--- src/rtl/ysyx_23060187_pc_gen.sv ---
`default_nettype none
// ============================================================================
// Module  : ysyx_23060187_pc_gen
// Purpose : NPC fetch-stage program counter with valid/ready issue, redirects
//           (jal/jalr/branch/trap/mret), epoch tagging and misalign reporting.
// Revision: 1.0 - initial release
// ============================================================================
module ysyx_23060187_pc_gen #(
  parameter int              XLEN       = 32,
  parameter logic [XLEN-1:0] RESET_VEC  = XLEN'(32'h8000_0000),
  parameter int              STEP       = 4,
  parameter int              BOOT_DELAY = 2
) (
  input  logic            clk,
  input  logic            rst,
  input  logic            redir_valid_i,
  input  logic [2:0]      redir_kind_i,
  input  logic [XLEN-1:0] redir_pc_i,
  input  logic [XLEN-1:0] imm_i,
  input  logic [XLEN-1:0] src1_i,
  input  logic            br_taken_i,
  input  logic [XLEN-1:0] mtvec_i,
  input  logic [XLEN-1:0] mepc_i,
  input  logic            pc_ready_i,
  output logic            pc_valid_o,
  output logic [XLEN-1:0] pc_out_o,
  output logic            pc_epoch_o,
  output logic            pc_stale_o,
  output logic            misalign_o,
  output logic [XLEN-1:0] misalign_addr_o
);

  localparam int              CNT_W  = $clog2(BOOT_DELAY + 1);
  localparam logic [CNT_W-1:0] CNT_RST = CNT_W'(BOOT_DELAY);
  localparam logic [CNT_W-1:0] CNT_ONE = CNT_W'(1);
  localparam logic [XLEN-1:0] STEP_W = XLEN'(STEP);
  localparam logic [XLEN-1:0] LSB_W  = XLEN'(1);

  localparam logic [2:0] K_JAL    = 3'd0;
  localparam logic [2:0] K_JALR   = 3'd1;
  localparam logic [2:0] K_BRANCH = 3'd2;
  localparam logic [2:0] K_TRAP   = 3'd3;
  localparam logic [2:0] K_MRET   = 3'd4;

  typedef enum logic [1:0] {
    S_BOOT = 2'd0,
    S_RUN  = 2'd1,
    S_PEND = 2'd2
  } state_e;

  state_e           state_q, state_d;
  logic [CNT_W-1:0] boot_cnt_q, boot_cnt_d;
  logic [XLEN-1:0]  pc_q, pc_d;
  logic [XLEN-1:0]  pend_pc_q, pend_pc_d;
  logic             epoch_q, epoch_d;
  logic             misalign_q, misalign_d;
  logic [XLEN-1:0]  misalign_addr_q, misalign_addr_d;

  logic [XLEN-1:0]  target;
  logic             redir_eff;
  logic             aligned;
  logic             redir_ok;
  logic             redir_bad;
  logic             valid;
  logic             fire;
  logic             stall;

  always_comb begin
    target = '0;
    case (redir_kind_i)
      K_JAL, K_BRANCH: target = redir_pc_i + imm_i;
      K_JALR:          target = (src1_i + imm_i) & ~LSB_W;
      K_TRAP:          target = mtvec_i;
      K_MRET:          target = mepc_i;
      default:         target = '0;
    endcase
  end

  assign redir_eff = redir_valid_i && (redir_kind_i <= K_MRET) &&
                     ((redir_kind_i != K_BRANCH) || br_taken_i);
  assign aligned   = ((target % STEP_W) == '0);
  // Redirects are only honoured once the fetch stream is running.
  assign redir_ok  = redir_eff && aligned && (state_q != S_BOOT);
  assign redir_bad = redir_eff && !aligned && (state_q != S_BOOT);

  assign valid = (state_q != S_BOOT);
  assign fire  = valid && pc_ready_i;
  assign stall = valid && !pc_ready_i;

  always_comb begin
    state_d         = state_q;
    boot_cnt_d      = boot_cnt_q;
    pc_d            = pc_q;
    pend_pc_d       = pend_pc_q;
    epoch_d         = epoch_q;
    misalign_d      = 1'b0;
    misalign_addr_d = misalign_addr_q;

    if (redir_bad) begin
      misalign_d      = 1'b1;
      misalign_addr_d = target;
    end

    case (state_q)
      S_BOOT: begin
        boot_cnt_d = boot_cnt_q - CNT_ONE;
        if (boot_cnt_q <= CNT_ONE) begin
          boot_cnt_d = '0;
          state_d    = S_RUN;
        end
      end

      S_RUN: begin
        if (redir_ok) begin
          if (stall) begin
            // Held request must stay stable; park the target until accepted.
            pend_pc_d = target;
            state_d   = S_PEND;
          end else begin
            pc_d    = target;
            epoch_d = ~epoch_q;
          end
        end else if (fire) begin
          pc_d = pc_q + STEP_W;
        end
      end

      S_PEND: begin
        if (redir_ok) begin
          pend_pc_d = target;
        end
        if (fire) begin
          pc_d    = redir_ok ? target : pend_pc_q;
          epoch_d = ~epoch_q;
          state_d = S_RUN;
        end
      end

      default: begin
        state_d = S_BOOT;
      end
    endcase
  end

  always_ff @(posedge clk) begin
    if (rst) begin
      state_q         <= S_BOOT;
      boot_cnt_q      <= CNT_RST;
      pc_q            <= RESET_VEC;
      pend_pc_q       <= '0;
      epoch_q         <= 1'b0;
      misalign_q      <= 1'b0;
      misalign_addr_q <= '0;
    end else begin
      state_q         <= state_d;
      boot_cnt_q      <= boot_cnt_d;
      pc_q            <= pc_d;
      pend_pc_q       <= pend_pc_d;
      epoch_q         <= epoch_d;
      misalign_q      <= misalign_d;
      misalign_addr_q <= misalign_addr_d;
    end
  end

  assign pc_valid_o      = valid;
  assign pc_out_o        = pc_q;
  assign pc_epoch_o      = epoch_q;
  assign pc_stale_o      = (state_q == S_PEND);
  assign misalign_o      = misalign_q;
  assign misalign_addr_o = misalign_addr_q;

endmodule
`default_nettype wire

--- config.mk ---
export PLATFORM = sky130hd
export DESIGN_NAME = ysyx_23060187_pc_gen
export DESIGN_NICKNAME = d
export VERILOG_FILES = /design/src/rtl/ysyx_23060187_pc_gen.sv
export SDC_FILE = /design/constraint.sdc
export NUM_CORES = 1
export LEC_CHECK = 0
export CAP_MARGIN = 30
export CORE_ASPECT_RATIO = 0.5
export CORE_MARGIN = 2
export CORE_UTILIZATION = 45
export CTS_CLUSTER_DIAMETER = 150
export DETAILED_ROUTE_END_ITERATION = 8
export PLACE_DENSITY_LB_ADDON = 0.12
export SYNTH_ARGS = -nofsm -noshare
export SYNTH_HDL_FRONTEND = slang
export SYNTH_SLANG_ARGS = --single-unit
--- constraint.sdc ---
create_clock -name clk -period 4.3 [get_ports clk]
set_input_delay 0.43 -clock clk [delete_from_list [all_inputs] [get_ports clk]]
set_output_delay 0.43 -clock clk [all_outputs]
set_load 0.005 [all_outputs]
==> summary.md, run 1 <==
| Metric | Value |
|---|---|
| Status | finished, final reports clean |
| CTS root buf | clkbuf_16 |
| Most frequent cells in the layout | clkdlybuf4s50_1, nor2_1, dfxtp_1, a21oi_1, nand2_1 |
| PwrDens | 258 nW/um^2 |
| GPL Wtd Cong | 1.00 |
| Clock buffer count from CTS | 9 |
| Crit path kind | in -> reg |
| Clock Tree Buf Depth | 2 |
| Row cnt | 36 |
| Req. time, crit path | 4.49 ns |
| Number of port buffers | between 200 and 250 |
| Seq cells post-synth | 102 |
| CORE AREA | 19500 sq um |
| Initial antenna violation count | 1 |
| Max VDD drop | approximately 0.00016 V |
| Reported max-cap violation count | 0 |
| Design area | 11900 sq um |
| Syn avg cell area | 7.60 sq um |
| Initial DRC Count | 1006 |
| Die W | between 200 and 250 um |
| Wire length per cell | 20.9 um |
| CTS H-tree lvls | 3 |
| Crit-path max FO | 4 |
| Placement Setup Slack | 0.180 ns |
| Clock Latency Late Sink | 0.34 ns |
| Syn nets | 1417 |
| Starting Density | 0.461 |
| Cell taking the most area after synthesis | dfxtp_1 |
| Synth-to-Final Area Change | 31.7% |
| Dpl cell area | around 12000 sq um |
| Vias per inst | 6.10 |
| Largest net degree at the start of global routing | between 60 and 70 |
| Die Y-Extent | 104 um |
| Tcrit/Tclk final | 0.898 |
| Post-synthesis cell area | roughly 9000 sq um |
| Routed wire length | 34.6 mm |
| Post-route DRC | 0 |
| Synth unique cells | about 80 |
| Final setup viols | 0 |
| Worst-path clk slew | 0.07 ns |
| CTS tree | done |
| Max Slew Vio Count | 0 |
| Setup crit start kind | input port |
| Placed Cells | around 1600 |
| Clock skew | 0.00942 ns |
| Syn. warnings | 0 |
| Drt pass-1 iters | 5 |
| RSZ-0062 raised after global routing | no |
| Top delay family on crit path | compound AO/OA/AOI/OAI gates |
| Tmin final | 3.86 ns |
| TNS Setup | 0 ns |
| WP data arrival | 4.06 ns |
| Worst setup EP type | flip-flop |
| CP peak stage delay | 0.67 ns |
| Final HPWL DP | 27.5 mm |
| Post-synth EDFFs | 0 |
| Sequential fraction of the synthesis area | 0.227 |
| Leakage | around 0.0044 uW |
| Cts-stage hold buffer count | 0 |
| Slew margin rel. | 0.431 |
| Sink Count | 102 |
| Hold Crit Class | reg -> reg |
| Most common cell after layout, fill and taps aside | clkdlybuf4s50_1 |
| Vias in the first global route | 9437 |
| Nets | approximately 1600 |
| Slowest cell on crit path | a2111oi_0 |
| Grt ovf | 0 |
| Largest cells by area after synthesis | dfxtp_1, ha_1, nor2_1 |
| Buf+Inv Stages, Crit Path | 3 |
| Final hold vios | 0 |
| Hold_ws | 0.460 ns |
| Non-filler cells, final | 1654 |
| Gates resized, CTS repair | 0 |
| Synth Instances | 1185 |
| Layout cell share with drive strength beyond 1 | 0.0714 |
| Via count | 10100 |
| Most Frequent Cell on Critical Path | buf_4 |
| First-pass GRT wire length | 53.3 mm |
| Final worst slack | approximately 0.44 ns |
| Filler cells | 1801 |
| Die area | about 21000 sq um |
| Share of Yosys cell area claimed by the top area cell type | 0.227 |
| Worst-Margin Slew | 0.853 ns |
| Final ANT Viol Nets | 0 |
| Ys async rst share | 0 |
| Setup Fix Bufs, Post-CTS | 0 |
| GR Util All Layers | 0.318 |
| Critical path, cell by cell | clkdlybuf4s50_1 -> ha_1 -> a211oi_2 -> o31ai_2 -> buf_4 -> a41oi_1 -> o221ai_1 -> a21oi_1 -> o21bai_1 -> xor2_1 -> a2111oi_0 -> buf_4 -> o32ai_1 |
| Synth Flop Type | dfxtp_1 |
| Fmax | 259 MHz |
| IO Count | 236 |
## metal layers
layer	vias up	part of all wire	GRT usage	routed length [um]
li1	4806	-	-	-
met1	4799	0.48	0.483	16600
met2	445	0.41	0.454	14300
met3	38	0.093	0.0721	3210
met4	0	0.013	0.0580	435
met5	-	0	0	0
## power breakdown
part           internal [uW]  switching [uW]
clock network            448             352
registers                990            44.3
logic                    536             687
total                   1970            1080
## cells by family after synthesis
kind of cell,synth area share
simple gates,0.209
xor+xnor,0.0710
mux,0.0147
compound gates,0.333
fa+ha+maj,0.0906
flops,0.227
buf+inv,0.0545
## stage by stage
step	total power (uW)	utilization
global route	3210	0.606
detailed placement	2240	0.592
finish	3060	0.607
CTS	3030	0.606
global placement	2230	0.592
floorplan	1730	-
## sequential cells by signal, indices dropped and copies added, names as in the netlist
| name | flops |
|---|---|
| pend_pc_q | 32 |
| boot_cnt_q | 2 |
| misalign_o | 1 |
| misalign_addr_o | 32 |
| pc_out_o | 32 |
| state_q | 2 |
| pc_epoch_o | 1 |
## cells in the mapped netlist (5+ instances only)
cell type,n
nor2_1,144
dfxtp_1,102
a21oi_1,96
nand2_1,95
o21ai_0,78
ha_1,62
clkbuf_1,56
a211oi_1,45
xnor2_1,41
nand3_1,35
xor2_1,32
inv_1,31
nor3_1,26
a211oi_2,22
a21o_1,19
nand4_1,19
o211ai_1,19
and3_1,16
a22oi_1,15
nor3b_1,14
buf_2,12
or3_1,12
mux2i_1,11
a221oi_1,10
nand2b_1,10
a22o_1,9
a311oi_1,9
and2_1,8
o21a_1,8
o21bai_1,7
a31oi_1,6
a21boi_0,5
a222oi_1,5
a31o_2,5
o221ai_1,5
## final timing paths
kind,startpoint,to,slack (ns),depth (start not counted)
worst max-delay path,redir_pc_i[1],pc_out_o[21]$_SDFFE_PP0P_,0.44,13
worst min-delay path,misalign_addr_o[0]$_SDFFE_PP0P_,misalign_addr_o[0]$_SDFFE_PP0P_,0.46,2
worst max register to register,state_q[0]$_SDFFE_PP0P_,pc_out_o[18]$_SDFFE_PP0P_,1.66,8
worst min register to register,misalign_addr_o[0]$_SDFFE_PP0P_,misalign_addr_o[0]$_SDFFE_PP0P_,0.46,2
## worst register-to-register path, delay by kind of cell (launching register included)
family	cells	cell delay, ns
flops	1	0.52
buf+inv	3	1.17
compound gates	2	0.26
simple gates	2	0.35
mux	1	0.27
## final cells by class
cell class / count / area, sq um / area share
clock inverters: 6 / 62.6 / 0.00527
clock buffers: 9 / 225 / 0.0190
inverters: 33 / 124 / 0.0104
diodes: 2 / 5.00 / 0.000422
multi-input cells: 971 / 6480 / 0.546
repair buffers: 265 / 2590 / 0.218
flip-flops and latches: 102 / 2040 / 0.172
well taps: 266 / 333 / 0.0281
(Power assumes the default switching activity.)
==> run 2, diff against run 1 <==
SKIP_LAST_GASP = 1   (was default)
==> results of run 2 <==
Final layout, timing and power as in run 1 (identical DEF).
